`src/rtl/seq_rca_adder.sv`:
```
// Multi-cycle ripple-carry adder/subtractor: WIDTH-bit operands are added CHUNK
// bits per clock through a CHUNK-bit full-adder chain with a registered inter-chunk carry.
module seq_rca_adder #(
  parameter int unsigned WIDTH = 8,
  parameter int unsigned CHUNK = 2
) (
  input  logic             clk,
  input  logic             rst_n,
  input  logic             in_valid,
  output logic             in_ready,
  input  logic [WIDTH-1:0] a,
  input  logic [WIDTH-1:0] b,
  input  logic             cin,
  input  logic             sub,
  output logic             out_valid,
  input  logic             out_ready,
  output logic [WIDTH-1:0] sum,
  output logic             cout,
  output logic             ovf
);

  localparam int unsigned STEPS  = WIDTH / CHUNK;
  localparam int unsigned STEP_W = (STEPS > 1) ? $clog2(STEPS) : 1;

  typedef enum logic [1:0] {IDLE, RUN, DONE} state_e;

  state_e             state_q, state_d;
  logic [WIDTH-1:0]   a_q, a_d, b_q, b_d, sum_q, sum_d;
  logic               carry_q, carry_d, cout_q, cout_d, ovf_q, ovf_d;
  logic [STEP_W-1:0]  step_q, step_d;

  logic [CHUNK-1:0]   a_sl, b_sl, s_sl;
  logic [CHUNK:0]     c;
  logic               last;

  // Operand slice for the current step, then the CHUNK-bit ripple chain.
  always_comb begin
    a_sl = '0;
    b_sl = '0;
    s_sl = '0;
    c    = '0;
    for (int unsigned s = 0; s < STEPS; s++) begin
      if (step_q == STEP_W'(s)) begin
        a_sl = a_q[s*CHUNK +: CHUNK];
        b_sl = b_q[s*CHUNK +: CHUNK];
      end
    end
    c[0] = carry_q;
    for (int unsigned i = 0; i < CHUNK; i++) begin
      s_sl[i]   = a_sl[i] ^ b_sl[i] ^ c[i];
      c[i+1]    = (a_sl[i] & b_sl[i]) | (c[i] & (a_sl[i] ^ b_sl[i]));
    end
  end

  assign last = (step_q == STEP_W'(STEPS - 1));

  always_ff @(posedge clk or negedge rst_n) begin
    if (!rst_n) state_q <= IDLE;
    else        state_q <= state_d;
  end

  always_comb begin
    state_d = state_q;
    case (state_q)
      IDLE:    if (in_valid)  state_d = RUN;
      RUN:     if (last)      state_d = DONE;
      DONE:    if (out_ready) state_d = IDLE;
      default:                state_d = IDLE;
    endcase
  end

  always_comb begin
    in_ready  = (state_q == IDLE);
    out_valid = (state_q == DONE);
    sum       = sum_q;
    cout      = cout_q;
    ovf       = ovf_q;
  end

  // Datapath next-state; subtraction is A + ~B + 1 with the +1 as initial carry.
  always_comb begin
    a_d     = a_q;
    b_d     = b_q;
    sum_d   = sum_q;
    carry_d = carry_q;
    cout_d  = cout_q;
    ovf_d   = ovf_q;
    step_d  = step_q;
    case (state_q)
      IDLE: begin
        if (in_valid) begin
          a_d     = a;
          b_d     = sub ? ~b : b;
          carry_d = sub ? 1'b1 : cin;
          step_d  = '0;
        end
      end
      RUN: begin
        for (int unsigned s = 0; s < STEPS; s++) begin
          if (step_q == STEP_W'(s)) sum_d[s*CHUNK +: CHUNK] = s_sl;
        end
        carry_d = c[CHUNK];
        if (last) begin
          cout_d = c[CHUNK];
          ovf_d  = c[CHUNK] ^ c[CHUNK-1];
        end else begin
          step_d = step_q + STEP_W'(1);
        end
      end
      default: ;
    endcase
  end

  always_ff @(posedge clk or negedge rst_n) begin
    if (!rst_n) begin
      a_q     <= '0;
      b_q     <= '0;
      sum_q   <= '0;
      carry_q <= 1'b0;
      cout_q  <= 1'b0;
      ovf_q   <= 1'b0;
      step_q  <= '0;
    end else begin
      a_q     <= a_d;
      b_q     <= b_d;
      sum_q   <= sum_d;
      carry_q <= carry_d;
      cout_q  <= cout_d;
      ovf_q   <= ovf_d;
      step_q  <= step_d;
    end
  end

endmodule
```
`config.mk`:
```
export PLATFORM = sky130hd
export DESIGN_NAME = seq_rca_adder
export DESIGN_NICKNAME = d
export VERILOG_FILES = /design/src/rtl/seq_rca_adder.sv
export SDC_FILE = /design/constraint.sdc
export NUM_CORES = 1
export LEC_CHECK = 0
export BUFFER_PORTS_ARGS = -buffer_cell sky130_fd_sc_hd__buf_2
export CORE_ASPECT_RATIO = 2
export CORE_MARGIN = 10
export CORE_UTILIZATION = 48
export DETAILED_ROUTE_END_ITERATION = 7
export PLACE_DENSITY = 0.75
export SLEW_MARGIN = 20
export SYNTH_ARGS = -nofsm -noshare
export SYNTH_HDL_FRONTEND = slang
export SYNTH_SLANG_ARGS = --single-unit
```
`constraint.sdc`:
```
create_clock -name clk -period 2.5 [get_ports clk]
set_input_delay 0.25 -clock clk [delete_from_list [all_inputs] [get_ports clk]]
set_output_delay 0.25 -clock clk [all_outputs]
set_load 0.02 [all_outputs]
```
### Word level (Yosys, flattened, before mapping)

Index checks and enable logic that the tools add are counted.

* register bits after elaboration: 31
* bits of input ports: 22
* output and inout port bits: 12
* logic and storage cells: 63

* add/sub/neg operators: 1
* equal/unequal tests: 9
* muxes and demuxes: 19
* bitwise gates (word level): 12
* reductions and logical operators: 11

Operator list (count)
* two-way mux 2 bit: 13
* AND reduction 2 bit: 6
* two-way mux 8 bit: 1
* NOT 8 bit: 1
* == test 2 bit (second input constant): 3
* inequality test 2 bit (second input constant): 3
* case mux 2 bit (3 select lines): 1
* AND reduction 3 bit: 2
* XOR 1 bit: 5
* AND 1 bit: 4
* == test 2 x 1 -> 1 bit (second input constant): 2
* logical NOT 2 bit: 2
* case mux 2 bit (2 select lines): 1
* adder 2 x 1 -> 2 bit (second input constant): 1
* two-way mux 1 bit: 2
* inequality test 2 x 1 -> 1 bit (second input constant): 1
* OR 1 bit: 2
* case mux 1 bit (2 select lines): 1
* nonzero test 2 bit: 1

### Depth between registers and ports, before layout

Gate-level depths: netlist of the first run.

* depth in word-level cells: 11
* depth in mapped cells: 10
* gate-level depth less buffers: 9

### Least setup slack after synthesis of the first run

No wires, ideal clock.

* path type: reg-to-reg
* from: register step_q[0]
* to: register sum_q[7], in the netlist sum[7]
* setup time: 125 ps
* arrival: 2310 ps
* required time: 2375 ps
* path slack: 66 ps
* cell stages (with the launch flop): 10
* path buffers: 1
* clock period less this slack: 2434 ps
* cells stage by stage: dfrtp_1 -> inv_1 -> ha_1 -> buf_2 -> a21oi_1 -> o21ai_0 -> a22o_1 -> fa_1 -> fa_1 -> mux2_2

* word-level cells in the longest chain between the ends: 9
* elaborated cells between the ends (all ways): 19
* those cells by class: eq/ne (3); mux (8); bitwise (6); reduce/logical (2)

RTL lines
* from (decl): RTL line 30 `logic [STEP_W-1:0] step_q, step_d;`
* from (signal assigned): RTL line 130 `step_q <= step_d;`
* logical NOT 2 bit: RTL line 43 `if (step_q == STEP_W'(s)) begin`
* two-way mux 2 bit (4 in a row): RTL line 43
* XOR 1 bit: RTL line 51 `c[i+1] = (a_sl[i] & b_sl[i]) | (c[i] & (a_sl[i] ^ b_sl[i]));`
* AND 1 bit: RTL line 51
* OR 1 bit: RTL line 51
* XOR 1 bit (*): RTL line 50 `s_sl[i] = a_sl[i] ^ b_sl[i] ^ c[i];`
* via s_sl[1]: RTL line 32 `logic [CHUNK-1:0] a_sl, b_sl, s_sl;`
* to (signal assigned): RTL line 126 `sum_q <= sum_d;`
* to (decl): RTL line 28 `logic [WIDTH-1:0] a_q, a_d, b_q, b_d, sum_q, sum_d;`

The timed path passes the listed nets; every way through them passes the cells marked *.
A chain may end at the register's enable or synchronous reset.

### Worst setup path after layout of the first run

* from: register step_q[1]
* to: register sum_q[7], in the netlist sum[7]

Same word-level chain as after synthesis.

==> results.toml, run 1 <==
[synthesis]
yosys_warnings = 0
ys_seq_area_frac = 0.508
ys_ff_latch = 31
synth_area_per_cell_um2 = 11.2
synth.area.top_cells = "dfrtp_1 51%, mux2_2 11%, a21oi_1 4.6%, xnor2_1 4.0%, o21ai_0 3.6%"
syn-cell-area_um2 = 1530
yosysTopAreaCellShare = 0.508
synth_top_area_cell = "dfrtp_1"
ys_types = 23
synth_cells = 136
syn-num-nets = 164

[cts]
ctsLongestPathBuffers = 2
cts_tree = "built"
cts_root_buf = "clkbuf_8"
numCtsBuffers = 5
cts.clk_slew.worst_paths_ns = 0.06
insertion_delay_ns = 0.27
h-tree-depth = 2
clock-sinks = 31
cts.hold.buffers_added = 0

[final_layout]
regArea_um2 = 777
multi_input_area_um2 = 677
final_common_cell = "buf_2"
nFillCells = 279
antennaDiodeCount = 0
final_area_um2 = 1820
mostFrequentLayoutCells = "33 x buf_2, 30 x dfrtp_1, 15 x mux2_2"
drive_above_1_share = 0.394
final_nets = 204
syn_to_final_growth_pct = 18.9
fin_util = 0.582

[power_and_ir_drop]
total_leakage_power_uw = 0.000852
powerDensity_nw_per_um2 = 1530
vdd_drop_max_mv = 0.770

[sta]
max_slew.worst_pin.slew_ns = 0.662
setup_viol = 0
skew_ns = 0.00379
finalHoldViolations = 0
max_freq_mhz = 407
tns_ns = 0
fin_crit_sh = 0.982
max-slew-margin-rel = 0.559
report.final.slew_viol_count = 0
fin_crit_ns = 2.45
rsz0062_at_grt = "no"

[drt]
ant_nets = 0
wl_um = 3310
wl_per_cell_um = 16.0
via_per_inst = 5.55
firstDrtPassIters = 4
vias = 1143
post-route-drc-count = 0
drt_iter0_drc = 15

[placed_design]
portBuffers = 33
placed_area_um2 = 1700
place_congestion = 0.793
hpwl_um = 2570

[critical_path]
cp-end-kind = "flop"
crit_path_start_kind = "flop"
cp.arrival_ns = 2.61
crit_fanout = 7
cp.required_ns = 2.66
path_class = "reg2reg"

[floorplan]
die-area_um2 = 5980
ios = 34
dieHeight_um = 99.8
fp.coreArea_um2 = 3120
rows = 29
dieWidth_um = 59.9
initial_core_util = 0.490

[flow_run]
cap_violations = 0

[global_routing]
grt_pass1_wl_um = 5290
grt_max_degree = 32
track_usage = 0.112
antenna_found_initial = 0
grt_pass1_vias = 1204
grt_remaining_overflow = 0

[status]
status = "completed"

[hold_path]
hp-class = "in2async"
## flip-flops by register name, indices dropped and copies added (netlist names)
register,count
step_q,2
state_q,2
ovf,1
carry_q,1
cout,1
sum,8
a_q,8
b_q,8
## cell usage after synthesis
library cell,instances
xnor2_1,7
nor3b_1,1
or2b_1,1
xor2_1,2
a22o_1,5
buf_6,1
dfrtp_1,31
and2b_2,1
inv_1,9
nor3b_2,2
a21oi_1,14
nand3b_1,1
mux2_2,15
o21ai_0,11
nor2_1,8
ha_1,4
buf_4,3
fa_1,2
buf_2,2
nor3_1,1
a211oi_1,1
buf_12,1
nand2_1,13
## critical path, cell delays in order (launching register included)
cell	delay (ns)
dfrtp_2	0.41
inv_1	0.09
ha_2	0.22
a21oi_1	0.12
o21ai_0	0.10
a22o_1	0.21
fa_2	0.39
fa_1	0.52
mux2_2	0.29
## routing by layer
| layer | track usage | up-vias | wire length [µm] |
|---|---|---|---|
| met5 | 0 | - | 0 |
| met4 | 0.0417 | 0 | 56 |
| met3 | 0.0379 | 7 | 174 |
| met2 | 0.208 | 38 | 1940 |
| met1 | 0.104 | 565 | 1140 |
| li1 | - | 533 | - |
## power by group
part | switching (µW) | total, µW | leakage (µW) | internal, µW
Sequential | 162 | 924 | 0.000366 | 762
Combinational | 786 | 1510 | 0.000448 | 724
Clock | 157 | 342 | 0.0000371 | 185
## final timing paths
kind	start	cells after the start	slack, ns	end
max	step_q[1]	8	0.05	sum[7]
min	rst_n	1	0.006	sum[7]
max reg2reg	step_q[1]	8	0.05	sum[7]
min reg2reg	ovf	2	0.49	ovf
max in group asynchronous	rst_n	1	2.02	step_q[1]
min in group clk	out_ready	2	0.17	state_q[1]
## logic make-up (layout without fill, tap and decap cells)
kind of cell / Yosys count / after routing / synth area share
compound gates: 31 / 31 / 0.115
flops: 31 / 31 / 0.508
simple gates: 28 / 28 / 0.0917
buf+inv: 16 / 55 / 0.0639
mux: 15 / 15 / 0.111
xor+xnor: 9 / 9 / 0.0516
fa+ha+maj: 6 / 6 / 0.0590
## cell type report
type / count / share of cell area
repair buffers: 40 / 0.120
multi-input cells: 89 / 0.373
clock buffers: 6 / 0.0399
well taps: 31 / 0.0213
flip-flops and latches: 31 / 0.428
inverters: 9 / 0.0186
## metrics by stage
step,hold slack (ns),total power [µW],std cells,setup WS [ns]
3_3_place_gp,0.308,2270,197,0.0583
4_1_cts,0.0308,2730,205,0.0305
6_report,0.00640,2780,206,0.0454
3_5_place_dp,0.322,2350,197,-0.0484
5_1_grt,0.0601,2980,206,0.00832
2_1_floorplan,-0.0456,1970,136,0.0657
## timing repair
item	4_1_cts	5_1_grt
pin swaps	0	2
gates resized for setup	2	5
setup endpoints to repair	4	5
buffers inserted	2	1
No activity file was read; power rests on OpenSTA's default activity.
==> inputs of run 2 (changes only) <==
==> config.mk (replaced) <==
export PLATFORM = sky130hd
export DESIGN_NAME = seq_rca_adder
export DESIGN_NICKNAME = d
export VERILOG_FILES = /design/src/rtl/seq_rca_adder.sv
export SDC_FILE = /design/constraint.sdc
export NUM_CORES = 1
export LEC_CHECK = 0
export CORE_ASPECT_RATIO = 2
export CORE_MARGIN = 10
export CORE_UTILIZATION = 55
export DETAILED_ROUTE_END_ITERATION = 7
export DONT_BUFFER_PORTS = 1
export PLACE_DENSITY = 0.73
export SLEW_MARGIN = 20
export SYNTH_ARGS = -nofsm -noshare
export SYNTH_HDL_FRONTEND = slang
export SYNTH_SLANG_ARGS = --single-unit
==> run 2 against run 1 <==
Against the previous run:
- global-route usage increased by 0.24 points
- clock power increased by 6.4%
- largest power group unchanged
- setup slack improved by 0.030 ns
==> results.toml, run 2 (same netlist as run 1, synthesis figures left out) <==
[placed_design]
placed_area_um2 = 1530
place_ws_ns = -0.0418
hpwl_um = 2300
portBuffers = 0
place_inst = 162
place_congestion = 0.786

[critical_path]
crit_path_start_kind = "flop"
cp-end-kind = "flop"
path_class = "reg2reg"
crit_fanout = 7
cp.required_ns = 2.66
cp.arrival_ns = 2.59

[drt]
wl_per_cell_um = 17.0
ant_nets = 0
via_per_inst = 5.65
vias = 994
post-route-drc-count = 0
wl_um = 2990
drt_iter0_drc = 22
firstDrtPassIters = 4

[sta]
max_slew.worst_pin.slew_ns = 0.405
setup_viol = 0
fin_crit_ns = 2.43
max_freq_mhz = 412
fin_ws_ns = 0.0749
skew_ns = 0.00370
tns_ns = 0
finalHoldViolations = 0
fin_crit_sh = 0.970
max-slew-margin-rel = 0.729
report.final.slew_viol_count = 0

[cts]
insertion_delay_ns = 0.28
cts.clk_slew.worst_paths_ns = 0.06
h-tree-depth = 2
cts_tree = "built"
clock-sinks = 31
cts_root_buf = "clkbuf_8"
numCtsBuffers = 5
ctsLongestPathBuffers = 2

[floorplan]
dieHeight_um = 94.5
dieWidth_um = 57.3
fp.coreArea_um2 = 2700
ios = 34
rows = 27
die-area_um2 = 5410
initial_core_util = 0.565

[final_layout]
instances_no_fill = 176
nFillCells = 226
fin_util = 0.627
antennaDiodeCount = 0
mostFrequentLayoutCells = "31 x dfrtp_1, 15 x mux2_2, 14 x a21oi_1"
final_area_um2 = 1690
syn_to_final_growth_pct = 10.9
drive_above_1_share = 0.265
final_nets = 174
final_common_cell = "dfrtp_1"

[flow_run]
cap_violations = 0

[power_and_ir_drop]
total_leakage_power_uw = 0.000741
p_sw_frac = 0.399
p_switching_uw = 1060
p_clk_frac = 0.137
powerDensity_nw_per_um2 = 1570
p_seq_frac = 0.385
comb_power_share = 0.478
p_int_uw = 1600
vdd_drop_max_mv = 1.01

[hold_path]
hp-class = "in2reg"

[global_routing]
grt_remaining_overflow = 0
track_usage = 0.114
grt_pass1_wl_um = 4860
antenna_found_initial = 0
grt_pass1_vias = 1078
grt_max_degree = 32

[status]
status = "completed"
[run 2: cell types whose count changed in the layout (fill, tap and decap cells not counted)]
cell / delta
buf_2: -33
buf_12: +1
buf_4: +1
clkbuf_1: +1
clkinv_2: +1
dfrtp_1: +1
dfrtp_2: -1
dlygate4sd3_1: +1
inv_1: -1
inv_2: +1
[run 2: what timing repair did]
item | 4_1_cts | 5_1_grt
buffers inserted | 2 | 2
hold buffers | 2 | 0
pin swaps | 0 | 1
hold endpoints to repair | 31 | 0
gates cloned | 0 | 0
setup endpoints to repair | 4 | 5
gates resized for setup | 2 | 5
[run 2: routing by layer]
layer / vias up / global-route usage / share of wire
li1: 476 / - / -
met1: 475 / 0.0997 / 0.34
met2: 35 / 0.214 / 0.57
met3: 8 / 0.0403 / 0.060
met4: 0 / 0.0669 / 0.029
met5: - / 0 / 0
[run 2: critical path: stages, from the launching register on]
cell and delay, ns:
dfrtp_1 0.39, buf_4 0.15, ha_4 0.17, a21oi_1 0.12
o21ai_0 0.11, a22o_1 0.21, fa_2 0.37, fa_1 0.51
mux2_2 0.28
[run 2: layout make-up]
| class | count | area [µm²] | area share |
|---|---|---|---|
| timing repair buffer | 10 | 90.1 | 0.0532 |
| multi-input combinational | 89 | 677 | 0.400 |
| clock inverter | 1 | 5.00 | 0.00295 |
| tap | 29 | 36.3 | 0.0214 |
| inverter | 9 | 33.8 | 0.0199 |
| clock buffer | 7 | 76.3 | 0.0451 |
| sequential | 31 | 776 | 0.458 |
[run 2: worst paths after layout]
check                      depth (start not counted)  slack (ns)         end  startpoint
setup / recovery                                   8        0.07      sum[5]   step_q[1]
hold / removal                                     1        0.09  state_q[1]   out_ready
setup reg to reg                                   8        0.07      sum[5]   step_q[1]
hold reg to reg                                    1        0.52      a_q[1]      a_q[1]
max in group asynchronous                          2        1.92      b_q[4]       rst_n
min in group asynchronous                          2        0.41         ovf       rst_n
[run 2: power by group through the flow]
stage / Sequential [µW] / Clock (µW) / Combinational [µW]
6_report: 1020 / 364 / 1270
5_1_grt: 1060 / 391 / 1430
4_1_cts: 1030 / 373 / 1230
3_5_place_dp: 1040 / 0 / 1180
3_3_place_gp: 1030 / 0 / 1130
2_1_floorplan: 979 / 0 / 989
[run 2: metrics by stage]
| step | total power [µW] | hold slack, ns |
|---|---|---|
| after detailed placement | 2220 | -0.0446 |
| after global placement | 2160 | -0.0446 |
| after global routing | 2880 | 0.0958 |
| final | 2660 | 0.0853 |
| after floorplan | 1970 | -0.0456 |
| after CTS | 2630 | 0.0837 |
==> inputs of run 3 (changes only) <==
--- a/config.mk
+++ b/config.mk
@@ -10,7 +10,9 @@
 export CORE_UTILIZATION = 55
 export DETAILED_ROUTE_END_ITERATION = 7
 export DONT_BUFFER_PORTS = 1
+export GPL_ROUTABILITY_DRIVEN = 0
 export PLACE_DENSITY = 0.73
+export SKIP_LAST_GASP = 1
 export SLEW_MARGIN = 20
 export SYNTH_ARGS = -nofsm -noshare
 export SYNTH_HDL_FRONTEND = slang
==> constraint.sdc (replaced) <==
create_clock -name clk -period 2.5 [get_ports clk]
set_input_delay 0 -clock clk [delete_from_list [all_inputs] [get_ports clk]]
set_output_delay 0 -clock clk [all_outputs]
set_load 0.02 [all_outputs]
==> run 3 against run 2 <==
Against the previous run:
- cell area increased by 15%
- critical path depth did not move
- count of clock-buffer cells in the layout stayed put
- highest routed layer unchanged
- global-route usage is 0.77 points higher
- core utilization up 9.3 points
- critical endpoint unchanged
- first-iteration DRC count down 18%
==> results.toml, run 3 (same netlist as run 1, synthesis figures left out) <==
[critical_path]
crit_path_start_kind = "flop"
crit_path_start = "step_q[1]"
crit_family = "adder cells"
cp-end-kind = "flop"
cp.arrival_ns = 2.59
slowest_delay_ns = 0.51
slowest_stage = "fa_1"
cp.required_ns = 2.67
crit_buf_inv = 1
crit_fanout = 7
crit_path_cell_trace = "buf_4 > ha_4 > a21oi_1 > o21ai_0 > a22o_1 > fa_2 > fa_1 > mux2_2"
reg2reg_from = "step_q[1]"
path_class = "reg2reg"

[floorplan]
dieWidth_um = 57.3
rows = 27
initial_core_util = 0.565
ios = 34
die-area_um2 = 5410
fp.coreArea_um2 = 2700
dieHeight_um = 94.5

[power_and_ir_drop]
p_clk_frac = 0.136
p_switching_uw = 1080
power_uw = 2720
p_sw_frac = 0.399
total_leakage_power_uw = 0.000846
comb_power_share = 0.486
p_seq_frac = 0.378
powerDensity_nw_per_um2 = 1400
p_int_uw = 1630
vdd_drop_max_mv = 1.02

[sta]
fin_crit_ns = 2.42
max_slew.worst_pin.slew_ns = 0.405
finalHoldViolations = 0
skew_ns = 0.00252
setup_viol = 0
max_freq_mhz = 413
fin_crit_sh = 0.968
max-slew-margin-rel = 0.729
tns_ns = 0
report.final.slew_viol_count = 0

[status]
status = "completed"

[global_routing]
antenna_found_initial = 0
track_usage = 0.122
grt_pass1_wl_um = 5280
grt_max_degree = 32
grt_pass1_vias = 1223
grt_remaining_overflow = 0

[flow_run]
cap_violations = 0

[drt]
drt_iter0_drc = 18
post-route-drc-count = 0
wl_per_cell_um = 16.4
firstDrtPassIters = 4
via_per_inst = 5.47
ant_nets = 0
vias = 1100
wl_um = 3300

[cts]
numCtsBuffers = 5
cts_tree = "built"
insertion_delay_ns = 0.28
h-tree-depth = 2
cts.clk_slew.worst_paths_ns = 0.06
ctsLongestPathBuffers = 2
clock-sinks = 31
cts_root_buf = "clkbuf_8"

[final_layout]
final_nets = 199
syn_to_final_growth_pct = 27.3
mostFrequentLayoutCells = "31 x dfrtp_1, 26 x dlygate4sd3_1, 15 x mux2_2"
antennaDiodeCount = 0
final_common_cell = "dfrtp_1"
final_area_um2 = 1940
regArea_um2 = 776
drive_above_1_share = 0.227
nFillCells = 197
multi_input_area_um2 = 677

[hold_path]
hp-class = "in2reg"
hp-start = "cin"

[placed_design]
portBuffers = 0
hpwl_um = 2300
placed_area_um2 = 1530
## run 3: changes by cell type in the layout (fill, tap and decap cells not counted)
cell and change:
dlygate4sd3_1 +25
## run 3: metrics by stage
step / instances / util / worst slack [ns] / hold slack, ns
floorplan: 136 / - / 0.0657 / -0.296
global placement: 162 / 0.566 / 0.0648 / -0.295
detailed placement: 162 / 0.566 / -0.0418 / -0.295
CTS: 199 / 0.707 / 0.0512 / 0.0183
global route: 201 / 0.719 / -0.0636 / 0.0562
finish: 201 / 0.719 / 0.0803 / 0.0177
## run 3: layout make-up
class,count,share of cell area
clock inverters,1,0.00257
well taps,29,0.0187
multi-input cells,89,0.348
repair buffers,35,0.175
inverters,9,0.0174
flip-flops and latches,31,0.399
clock buffers,7,0.0393
## run 3: what timing repair did
item,4_1_cts,5_1_grt
hold buffers,27,0
endpoints found under the setup margin,4,5
pin swaps,0,1
setup buffers,2,2
resized for setup,2,5
hold endpoints to repair,48,0
## run 3: worst paths after layout
| kind | end | slack [ns] | cells past startpoint |
|---|---|---|---|
| max reg2reg | sum[5] | 0.08 | 8 |
| max | sum[5] | 0.08 | 8 |
| min | carry_q | 0.02 | 2 |
| min reg2reg | a_q[1] | 0.52 | 1 |
| min in group asynchronous | ovf | 0.16 | 2 |
| max in group asynchronous | b_q[4] | 2.18 | 2 |
## run 3: per-layer routing
layer  vias to the layer above  wire length, µm  GRT usage  part of all wire
li1                        524                -          -                 -
met1                       533             1110      0.106              0.34
met2                        33             1890      0.230              0.57
met3                        10              202     0.0430             0.061
met4                         0               83     0.0669             0.025
met5                         -                0          0                 0
## run 3: power groups by stage
stage	clock network, µW	registers (µW)	logic [µW]
floorplan	0	979	989
global placement	0	1030	1130
detailed placement	0	1040	1180
CTS	373	1030	1270
global route	390	1060	1480
finish	369	1030	1320
